### config.mk
export PLATFORM = sky130hd
export DESIGN_NAME = stoch_sub_sequencer
export DESIGN_NICKNAME = d
export VERILOG_FILES = /design/src/rtl/stoch_sub_sequencer.sv
export SDC_FILE = /design/constraint.sdc
export NUM_CORES = 1
export LEC_CHECK = 0
export ABC_AREA = 1
export CAP_MARGIN = 20
export CORE_MARGIN = 3
export CORE_UTILIZATION = 59
export DETAILED_ROUTE_END_ITERATION = 6
export HOLD_SLACK_MARGIN = 0.08
export PLACE_DENSITY_LB_ADDON = 0.25
export SLEW_MARGIN = 20
export SYNTH_ARGS = -nofsm -noshare
export SYNTH_HDL_FRONTEND = slang
export SYNTH_SLANG_ARGS = --single-unit
### constraint.sdc
create_clock -name clk -period 1.95 [get_ports clk]
set_input_delay 0.39 -clock clk [delete_from_list [all_inputs] [get_ports clk]]
set_output_delay 0.39 -clock clk [all_outputs]
set_load 0.05 [all_outputs]
### src/rtl/stoch_sub_sequencer.sv
// stoch_sub_sequencer
// Sequencer and stochastic number generator for a combinational stochastic
// subtractor. It takes an operand pair over a valid/ready handshake. It turns
// each operand into a BIT_LENGTH-bit stochastic stream by comparing it with an
// LFSR. It also builds a select stream, drives the subtractor one bit per
// clock, and counts the ones on y. The count is returned over an output
// handshake.
//
// Optional feature: define STOCH_SEQ_ABORT_EN to add the abort input and the
// aborted output. With it, a run can be cut short and the partial count returned.
//
// Ports:
//   clk, rst             rising-edge clock, synchronous active-high reset
//   in_valid / in_ready  operand handshake (a_val, b_val; p = val/256)
//   a, b, rand_bit       stochastic bits to the subtractor (0 outside RUN)
//   y                    subtractor output, combinational from a/b/rand_bit
//   out_valid/out_ready  result handshake carrying ones_count
//   busy                 high while a stream is being generated
//   abort, aborted       (STOCH_SEQ_ABORT_EN only) early stop / result tag
module stoch_sub_sequencer #(
    parameter int unsigned       WIDTH      = 8,
    parameter int unsigned       BIT_LENGTH = 128,
    parameter logic [WIDTH-1:0]  SEED_A     = 8'hA5,
    parameter logic [WIDTH-1:0]  SEED_B     = 8'h3C,
    parameter logic [WIDTH-1:0]  SEED_S     = 8'hE1,
    parameter int unsigned       CNT_W      = $clog2(BIT_LENGTH + 1)
) (
    input  logic             clk,
    input  logic             rst,
    input  logic             in_valid,
    output logic             in_ready,
    input  logic [WIDTH-1:0] a_val,
    input  logic [WIDTH-1:0] b_val,
    output logic             a,
    output logic             b,
    output logic             rand_bit,
    input  logic             y,
    output logic             out_valid,
    input  logic             out_ready,
    output logic [CNT_W-1:0] ones_count,
    output logic             busy
`ifdef STOCH_SEQ_ABORT_EN
    ,
    input  logic             abort,
    output logic             aborted
`endif
);

    localparam int unsigned      BIT_W    = $clog2(BIT_LENGTH);
    localparam logic [BIT_W-1:0] LAST_BIT = BIT_W'(BIT_LENGTH - 1);
    localparam logic [WIDTH-1:0] HALF     = WIDTH'(1) << (WIDTH - 1);

    typedef enum logic [1:0] {
        IDLE = 2'd0,
        RUN  = 2'd1,
        HOLD = 2'd2
    } state_t;

    state_t           state;
    logic [WIDTH-1:0] a_reg;
    logic [WIDTH-1:0] b_reg;
    logic [WIDTH-1:0] lfsr_a;
    logic [WIDTH-1:0] lfsr_b;
    logic [WIDTH-1:0] lfsr_s;
    logic [BIT_W-1:0] bit_cnt;
    logic             run_end;
    logic             cut_short;

    // Fibonacci LFSR for x^8+x^6+x^5+x^4+1: shift left, feedback into bit 0
    function automatic logic [WIDTH-1:0] lfsr_step(input logic [WIDTH-1:0] v);
        return {v[WIDTH-2:0], v[7] ^ v[5] ^ v[4] ^ v[3]};
    endfunction

    // Stochastic streams, forced low outside RUN
    assign a        = (state == RUN) && (a_reg > lfsr_a);
    assign b        = (state == RUN) && (b_reg > lfsr_b);
    assign rand_bit = (state == RUN) && (lfsr_s < HALF);

    // Run termination: last bit, or an early abort when enabled
`ifdef STOCH_SEQ_ABORT_EN
    assign cut_short = abort && (bit_cnt != LAST_BIT);
`else
    assign cut_short = 1'b0;
`endif
    assign run_end = (bit_cnt == LAST_BIT) || cut_short;

    // Sequencer FSM with registered handshake/status outputs
    always_ff @(posedge clk) begin
        if (rst) begin
            state      <= IDLE;
            in_ready   <= 1'b1;
            out_valid  <= 1'b0;
            busy       <= 1'b0;
            ones_count <= '0;
            bit_cnt    <= '0;
            a_reg      <= '0;
            b_reg      <= '0;
            lfsr_a     <= SEED_A;
            lfsr_b     <= SEED_B;
            lfsr_s     <= SEED_S;
`ifdef STOCH_SEQ_ABORT_EN
            aborted    <= 1'b0;
`endif
        end else begin
            case (state)
                IDLE: begin
                    // Reseeding on every start makes identical operands repeatable
                    if (in_valid && in_ready) begin
                        a_reg      <= a_val;
                        b_reg      <= b_val;
                        lfsr_a     <= SEED_A;
                        lfsr_b     <= SEED_B;
                        lfsr_s     <= SEED_S;
                        ones_count <= '0;
                        bit_cnt    <= '0;
                        in_ready   <= 1'b0;
                        busy       <= 1'b1;
                        state      <= RUN;
                    end
                end
                RUN: begin
                    ones_count <= ones_count + CNT_W'(y);
                    bit_cnt    <= bit_cnt + BIT_W'(1);
                    lfsr_a     <= lfsr_step(lfsr_a);
                    lfsr_b     <= lfsr_step(lfsr_b);
                    lfsr_s     <= lfsr_step(lfsr_s);
                    if (run_end) begin
                        busy      <= 1'b0;
                        out_valid <= 1'b1;
                        state     <= HOLD;
`ifdef STOCH_SEQ_ABORT_EN
                        aborted   <= cut_short;
`endif
                    end
                end
                HOLD: begin
                    // Return to IDLE only; the next start is taken a cycle later
                    if (out_ready) begin
                        out_valid <= 1'b0;
                        in_ready  <= 1'b1;
                        state     <= IDLE;
`ifdef STOCH_SEQ_ABORT_EN
                        aborted   <= 1'b0;
`endif
                    end
                end
                default: begin
                    state    <= IDLE;
                    in_ready <= 1'b1;
                    busy     <= 1'b0;
                end
            endcase
        end
    end

endmodule

==> reports/metrics.cfg <==
[power_and_ir_drop]
power_density_nw_per_um2 = 860
peakVddDrop_mv = 0.498
p_switching_mw = 0.990
p_clk_frac = 0.351
seqPwrFrac = 0.422
leakage_nw = 1.62
combPwrFrac = 0.228
power.total_mw = 3.31
p_int_mw = 2.32
p_sw_frac = 0.299

[final_layout]
ff_latch_area_um2 = 1220
syn_to_final_growth_pct = 34.6
layout-drive-gt1-share = 0.244
final_common_cell = nand2_1
final_cell_mix = 98 x nand2_1, 45 x dfxtp_1, 38 x a21oi_1
multi_input_area_um2 = 1620
antennaDiodeCount = 0
fillers = 250
final_nets = 490

[route]
dr_wl_met3_um = 511
wl_met2_um = 4220
wl_met1_um = 3140
num_vias = 2955
top_layer = met4
wl_per_cell_um = 16.2
postRouteAntennaNets = 0
routed_wl_um = 8210
drt_first_pass_iters = 6
dr.first_iter.drc_count = 189
post-route-drc-count = 0
via_per_inst = 5.84

[global_routing]
grt_remaining_overflow = 0
grt_pass1_vias = 2787
grtUsageTotal = 0.286
antenna_found_initial = 0
grt_max_degree = 26
grt_first_pass_wirelength_um = 12300

[timing]
period_share = 1.05
relSlewSlack = 0.644
max_freq_mhz = 488
setup_ws_ps = -97.5
period_needed_ps = 2050
final-setup-viol-count = 2
fin_skew_ps = 8.34
slew_viol_final = 0
finalHoldViolations = 0
tns_ps = -155
worst_slew_pin_slew_ps = 533
rsz0062_at_grt = yes

[die]
dieArea_um2 = 5720
die_h_um = 75.7
num_rows = 24
start_util = 0.636
io_pins = 35
die_w_um = 75.7
core-area_um2 = 4500

[place]
routabilityCongestion = 0.808
io_buffers = 34
dpl.hpwl_um = 4250

[clocking]
cts_tree = done
cts_made_buffers = 9
worstSkewPairLatency_ps = 340
clockBufferDepth = 2
clk_pin_slew_ps = 60
cts.sinks = 60
htreeDepth = 3
cts_root_buf = clkbuf_8
holdBufCountCts = 0

[critical_path]
cp.required_ps = 1560
path_cells = inv_1 > ha_1 > nand2_1 > nor2_2 > nand2_1 > a21oi_2 > buf_12
crit_path_end_kind = output port
r2r_slack_ps = 150
setup.worst_path.start_class = flip-flop
cp.buffers_inverters = 2
critPathTopFamily = flip-flops
cp.arrival_ps = 1660
crit_path_max_fanout = 2
slowest_delay_ps = 330
cpMostUsedCell = nand2_1
cp_slowest_cell = dfxtp_2
criticalPathCategory = flip-flop to output port

[synth]
postSynthCellCount = 391
synth.avg_cell_area_um2 = 7.32
synth_warnings = 0
synthDistinctLibCells = 27
netlist_area_um2 = 2860
ys_seq_area_frac = 0.420
synthesis.nets = 431
ys_seq_elements = 60

[status]
violations = setup timing
status = finished with violations

[job]
max_cap_violations = 0

[worst_hold_path]
hold_path_class = flip-flop to flip-flop

-- path summary, 6_finish.rpt --
path,startpoint,to,depth (start not counted)
min reg2reg,out_valid$_SDFFE_PP0P_,out_valid$_SDFFE_PP0P_,2
max reg2reg,state[0]$_SDFFE_PP0P_,ones_count[6]$_SDFFE_PP0P_,9
min,out_valid$_SDFFE_PP0P_,out_valid$_SDFFE_PP0P_,2
max,lfsr_a[4]$_SDFFE_PP0P_,a,7
-- final cells by class --
class / instances / area share
clock inverters: 1 / 0.00779
clock buffers: 14 / 0.0448
repair buffers: 64 / 0.154
flip-flops and latches: 60 / 0.317
well taps: 52 / 0.0169
inverters: 39 / 0.0393
multi-input cells: 276 / 0.421
-- through the flow --
| step | area (um^2) | setup WS (ps) | util | cells | hold WS [ps] |
|---|---|---|---|---|---|
| floorplan | 2870 | 112 | - | 391 | 433 |
| finish | 3850 | -97.5 | 0.855 | 506 | 461 |
| detailed placement | 3260 | 74.7 | 0.725 | 469 | 455 |
| global route | 3850 | -159 | 0.855 | 506 | 495 |
| global placement | 3260 | 139 | 0.725 | 469 | 445 |
| CTS | 3710 | -46.0 | 0.824 | 498 | 465 |
-- cells in the mapped netlist --
cell type,number,area (um^2)
inv_1,36,135
o211ai_1,1,7.51
inv_4,1,6.26
xor2_1,1,8.76
nand3_1,14,70.1
nor3_1,2,10.0
nor2_2,1,6.26
dfxtp_1,60,1200
buf_2,6,30.0
nand2_1,102,383
nor2_1,40,150
nand4_1,7,43.8
ha_1,19,238
inv_2,2,7.51
nand2_4,1,11.3
nand2_2,2,12.5
xnor2_1,1,8.76
nor2_4,1,11.3
a21oi_2,2,17.5
o21a_1,2,15.0
nand3_4,1,17.5
o22ai_1,10,62.6
buf_6,3,33.8
clkbuf_1,6,22.5
o21ai_0,27,135
buf_4,1,7.51
a21oi_1,42,210
-- cell families after synthesis --
kind of cell	share of synthesized area
AND/OR/NAND/NOR	0.250
AO/OA/AOI/OAI	0.156
flip-flops	0.420
buffers and inverters	0.0848
adder cells (fa/ha/maj)	0.0830
XOR/XNOR	0.00612
-- worst register-to-register path: stages, from the launching register on --
cell and delay (ps):
dfxtp_1 350, inv_1 110, nor2_4 290, buf_4 180, buf_4 240, nand2_1 80
nor3_1 240, nand2_1 80, nand2_1 80, nor2_1 50
-- what timing repair did --
action                                 CTS  global route
pin swaps                               15            14
setup endpoints to repair                4             6
cloned                                   0             0
gates resized for setup                 40            20
buffers inserted                        14             8
endpoints found under the hold margin    0             0
-- power by group through the flow --
stage                     Combinational [mW]  Clock [mW]  Sequential (mW)
final                                  0.754        1.16             1.40
after global routing                   0.822        1.23             1.40
after CTS                              0.646        1.16             1.38
after detailed placement               0.566           0             1.40
after global placement                 0.546           0             1.40
after floorplan                        0.396           0             1.41
-- metal layers --
| layer | vias to the layer above | GRT usage |
|---|---|---|
| li1 | 1400 | - |
| met1 | 1360 | 0.327 |
| met2 | 153 | 0.500 |
| met3 | 42 | 0.0501 |
| met4 | 0 | 0.159 |
| met5 | - | 0 |
Note: power is estimated with default switching activity, not from simulation.
==> edit 1, RTL diff (same settings) <==
The parameter `BIT_LENGTH` goes from 128 to 64.
--- a/src/rtl/stoch_sub_sequencer.sv
+++ b/src/rtl/stoch_sub_sequencer.sv
@@ -21,3 +21,3 @@
     parameter int unsigned       WIDTH      = 8,
-    parameter int unsigned       BIT_LENGTH = 128,
+    parameter int unsigned       BIT_LENGTH = 64,
     parameter logic [WIDTH-1:0]  SEED_A     = 8'hA5,
Ports: changed (resized ones_count); port bits go from 35 to 34. No check against the original RTL was run, so the function may have changed too.
==> edit 1 against the original RTL <==
Total power increased by 11%; area after synthesis decreased by 3.6%; cell area decreased by 5.3%; synthesized cell count decreased by 4.1%; clock skew decreased by 0.0034 ns; worst setup slack got worse by 0.095 ns; core utilization decreased by 3.4 points; routed wire length decreased by 12%; the run still ends with setup timing left; largest power group unchanged; sequential cell count decreased by 2.
==> edit 1: results (changes against the original RTL) <==
worst_pin_slew_ns: 0.502  # was 0.533 ns
r2r_start: "state[1]$_SDFFE_PP0P_"  # was state[0]$_SDFFE_PP0P_
globalplace.congestion: 0.755  # was 0.808
vdd.ir_drop.worst_v: 0.000769  # was 0.000498 V
r2r_setup_slack_ns: 0.39  # was 0.15 ns
grt_pass1_vias: 2512  # was 2787
fin_tns_setup_ns: -0.222  # was -0.155 ns
cellLeakagePower_nw: 1.56  # was 1.62 nW
grt_max_degree: 28  # was 26
synthTopCellsByCount: "nand2_1 (101), dfxtp_1 (58), a21oi_1 (41), nor2_1 (40), inv_1 (33)"  # was nand2_1 (102), dfxtp_1 (60), a21oi_1 (42), nor2_1 (40), inv_1 (36)
grt_use_total_pct: 25.0  # was 28.6%
ff2ff_path_depth: 7  # was 9
worst_slack_ns: -0.192  # was -0.0975 ns
yosysUniqueCellTypes: 29  # was 27
dpl.hpwl_mm: 3.92  # was 4.25 mm
vias_per_cell: 5.67  # was 5.84
finalNetCount: 466  # was 490
postPlaceCellArea_um2: 3140  # was 3260 µm²
yosys-top-cells-area: "dfxtp_1 (42%), nand2_1 (14%), ha_1 (8.6%), a21oi_1 (7.4%), nor2_1 (5.4%)"  # was dfxtp_1 (42%), nand2_1 (13%), ha_1 (8.3%), a21oi_1 (7.3%), nor2_1 (5.2%)
dp_cells: 452  # was 469
portBuffers: 33  # was 34
syn-num-nets: 415  # was 431
finalSetupViolations: 2  # unchanged
yosysSeqAreaShare_pct: 42.1  # was 42.0%
hold-worst-slack_ns: 0.467  # was 0.461 ns
violations: "setup timing"  # unchanged
vias: 2739  # was 2955
min_from: "lfsr_s[2]$_SDFFE_PP0P_"  # was out_valid$_SDFFE_PP0P_
grt_pass1_wl_mm: 10.7  # was 12.3 mm
drive_gt1_share_pct: 23.2  # was 24.4%
worst_clock_skew_ns: 0.00493  # was 0.00834 ns
first_pass_iters: 5  # was 6
outcome: "finished, violations left"  # unchanged
crit_path_start: "lfsr_b[1]$_SDFFE_PP0P_"  # was lfsr_a[4]$_SDFFE_PP0P_
arrival_ns: 1.75  # was 1.66 ns
diodes: 0  # unchanged
synthCells: 375  # was 391
insertion_delay_ns: 0.34  # about the same
dp_slack_ns: 0.149  # was 0.0747 ns
[edit 1: changes by cell type in the layout (fill, tap and decap cells not counted), sizes merged, moves of 2 or more]
cell / unedited run / this run
inv: 39 / 35
nand2: 105 / 103
buf: 36 / 29
clkbuf: 14 / 10
dlygate4sd2: 2 / 0
clkinvlp: 0 / 3
dfxtp: 60 / 58
nand3: 15 / 11
a21oi: 44 / 41
clkinv: 0 / 2
nand4: 7 / 5
[edit 1: logic make-up after synthesis]
family	share of synthesized area [%]
AO/OA/AOI/OAI	15.8
buffers and inverters	8.25
XOR/XNOR	0.953
adder cells (fa/ha/maj)	8.62
flip-flops	42.1
AND/OR/NAND/NOR	24.3
[edit 1: layout make-up]
type / instances / area [µm²]
repair buffers: 55 / 523
flip-flops and latches: 58 / 1180
well taps: 52 / 65.1
inverters: 35 / 131
clock inverters: 6 / 66.3
clock buffers: 10 / 138
multi-input cells: 267 / 1550
fillers: 291 / 796
[edit 1: layer usage]
layer,wire [µm],part of all wire [%],vias up,GRT usage (%)
li1,-,-,1324,-
met1,2950,41,1273,27.8
met2,3570,49,108,44.9
met3,412,5.7,34,8.11
met4,286,4.0,0,8.30
met5,0,0,-,0
[edit 1: path summary, 6_finish.rpt]
kind / to
setup / recovery: b
hold / removal: lfsr_s[2]$_SDFFE_PP0P_
setup reg to reg: lfsr_b[0]$_SDFFE_PP0P_
hold reg to reg: lfsr_s[2]$_SDFFE_PP0P_
[edit 1: what timing repair did]
item                       CTS  global route
buffers inserted            10             5
setup endpoints to repair    2             5
pin swaps                    7            12
gates resized for setup     27            26
[edit 1: power by group]
group	switching (mW)	internal [mW]
Clock	0.515	0.624
Combinational	0.644	0.438
Sequential	0.121	1.33
Total	1.28	2.39
==> edit 2, RTL diff (config.mk and constraints unchanged) <==
Without the edit above. The 3 states of `state_t` get a one-hot encoding in 3 bits.
--- a/src/rtl/stoch_sub_sequencer.sv
+++ b/src/rtl/stoch_sub_sequencer.sv
@@ -52,6 +52,6 @@
 
-    typedef enum logic [1:0] {
-        IDLE = 2'd0,
-        RUN  = 2'd1,
-        HOLD = 2'd2
+    typedef enum logic [2:0] {
+        IDLE = 3'b001,
+        RUN  = 3'b010,
+        HOLD = 3'b100
     } state_t;
Function: no difference found for any inputs over 10 cycles, from zero or initial values and one cycle with rst high; not proved beyond that.
==> edit 2 against the original RTL <==
The run still ends with setup timing left; sequential cell count up 1; cell area up 1.9%; area after synthesis grew 4.8%; core utilization shrank 4.1 points; non-clock buffer count is 8 lower; maximum frequency shrank 0.15%; routed wire length decreased by 2.9%; critical path depth is the same; worst setup slack lost 0.0031 ns; count of clock-buffer cells in the layout is the same; critical path type unchanged; largest cell class unchanged; highest routed layer unchanged.
Power is not compared: it rests on default switching activity, and its combinational part moved more than twofold at a synthesized area within 25%.
==> edit 2: results (changes against the original RTL) <==
async_flop_share_pct: 0  # unchanged
grt_pass1_wl_mm: 12.2  # was 12.3 mm
clock_path_buffers: 2  # unchanged
timing.rr.end: "lfsr_b[0]$_SDFFE_PP0P_"  # was ones_count[6]$_SDFFE_PP0P_
r2r_setup_slack_ns: 0.26  # was 0.15 ns
yosys-top-cells-area: "dfxtp_1 (41%), nand2_1 (12%), ha_1 (7.9%), a21oi_1 (7.0%), nor2_1 (6.0%)"  # was dfxtp_1 (42%), nand2_1 (13%), ha_1 (8.3%), a21oi_1 (7.3%), nor2_1 (5.2%)
globalplace.congestion: 0.810  # was 0.808
dp_slack_ns: 0.133  # was 0.0747 ns
cts-root-buf: "clkbuf_8"  # unchanged
diodes: 0  # unchanged
synthFlopType: "dfxtp_1"  # unchanged
clkTransAtPathRegs_ns: 0.06  # about the same
antenna_found_initial: 0  # unchanged
crit_path_max_fanout: 2  # unchanged
worst_slack_ns: -0.101  # was -0.0975 ns
postPlaceCellArea_um2: 3400  # was 3260 µm²
drt-initial-drc-count: 244  # was 189
worstHoldPathCells: 2  # unchanged
grt_max_degree: 29  # was 26
min_to: "out_valid$_SDFFE_PP0P_"  # unchanged
maxSlewHeadroom_pct: 66.4  # was 64.4%
first_pass_iters: 5  # was 6
ff2ff_path_depth: 7  # was 9
finalNetCount: 495  # was 490
wl_mm: 7.97  # was 8.21 mm
grt_pass1_vias: 2795  # was 2787
yosysUniqueCellTypes: 30  # was 27
hp-class: "flip-flop to flip-flop"  # unchanged
min_from: "out_valid$_SDFFE_PP0P_"  # unchanged
r2r_start: "state[2]$_SDFFE_PP0P_"  # was state[0]$_SDFFE_PP0P_
cts_inserted_buffers: 9  # unchanged
outcome: "finished, violations left"  # unchanged
cellLeakagePower_nw: 1.64
portBuffers: 34  # unchanged
insertion_delay_ns: 0.34  # about the same
worst_clock_skew_ns: 0.00903  # was 0.00834 ns
vdd.ir_drop.worst_v: 0.000769
hold-worst-slack_ns: 0.454  # was 0.461 ns
hold_viol: 0  # unchanged
synth_warnings: 0  # unchanged
num-fill-cells: 310  # was 250
synthTopCellsByCount: "nand2_1 (93), dfxtp_1 (61), nor2_1 (48), a21oi_1 (42), inv_1 (36)"  # was nand2_1 (102), dfxtp_1 (60), a21oi_1 (42), nor2_1 (40), inv_1 (36)
vias: 2937  # was 2955
syn-num-nets: 445  # was 431
finalSetupViolations: 2  # unchanged
yosysSeqAreaShare_pct: 40.7  # was 42.0%
htreeDepth: 3  # unchanged
drive_gt1_share_pct: 22.7  # was 24.4%
arrival_ns: 1.66  # about the same
violations: "setup timing"  # unchanged
grt_use_total_pct: 25.6  # was 28.6%
dpl.hpwl_mm: 4.44  # was 4.25 mm
==> edit 2: worst max-delay path: stages (launching register included) <==
cell     delay, ns
dfxtp_2       0.37
inv_4         0.05
ha_4          0.28
nand2_4       0.06
o21ai_2       0.14
nand2_1       0.08
a21oi_2       0.18
buf_12        0.16
==> edit 2: worst max path at each step <==
stage,startpoint,end,slack (ns),cells after the start
final,lfsr_b[3]$_SDFFE_PP1P_,b,-0.10,7
after global routing,lfsr_b[3]$_SDFFE_PP1P_,b,-0.15,7
after CTS,lfsr_b[7]$_SDFFE_PP0P_,b,-0.05,6
after detailed placement,y,ones_count[5]$_SDFFE_PP0P_,0.13,9
after global placement,y,ones_count[5]$_SDFFE_PP0P_,0.18,9
after floorplan,state[2]$_SDFFE_PP0P_,rand_bit,0.06,4
==> edit 2: per-layer routing <==
| layer | vias up | GRT usage [%] | routed length (µm) | part of all wire, % |
|---|---|---|---|---|
| li1 | 1429 | - | - | - |
| met1 | 1381 | 28.1 | 3290 | 41 |
| met2 | 92 | 44.8 | 4020 | 50 |
| met3 | 35 | 7.04 | 373 | 4.7 |
| met4 | 0 | 12.8 | 290 | 3.6 |
| met5 | - | 0 | 0 | 0 |
==> edit 2: layout make-up <==
class	count	share of cell area [%]
clock inverter	1	0.128
inverter	38	3.70
clock buffer	14	4.40
sequential	61	31.6
tap	67	2.14
multi-input combinational	289	44.2
timing repair buffer	56	13.8
==> edit 2: per-stage QoR <==
stage	TNS, ns	std cells	util, %
floorplan	0	405	-
global placement	0	498	70.5
detailed placement	0	498	70.5
CTS	-0.0934	523	79.2
global route	-0.279	526	81.5
finish	-0.149	526	81.5
==> edit 2: where the power goes <==
| part | total, mW | switching (mW) | internal [mW] |
|---|---|---|---|
| registers | 1.80 | 0.258 | 1.54 |
| clock network | 1.03 | 0.475 | 0.558 |
| logic | 2.09 | 1.25 | 0.845 |
| total | 4.92 | 1.98 | 2.94 |
==> edit 2: kinds of logic (layout without fill, tap and decap cells) <==
kind of cell / Yosys count / count (layout) / synth area share [%]
fa+ha+maj: 19 / 19 / 7.93
buf+inv: 55 / 109 / 8.89
simple gates: 179 / 179 / 25.8
xor+xnor: 5 / 5 / 1.46
compound gates: 86 / 86 / 15.2
flops: 61 / 61 / 40.7
==> edit 2: timing repair <==
item | 4_1_cts | 5_1_grt
pin swaps | 14 | 10
setup buffers | 10 | 3
resized for setup | 42 | 17
endpoints found under the setup margin | 3 | 6
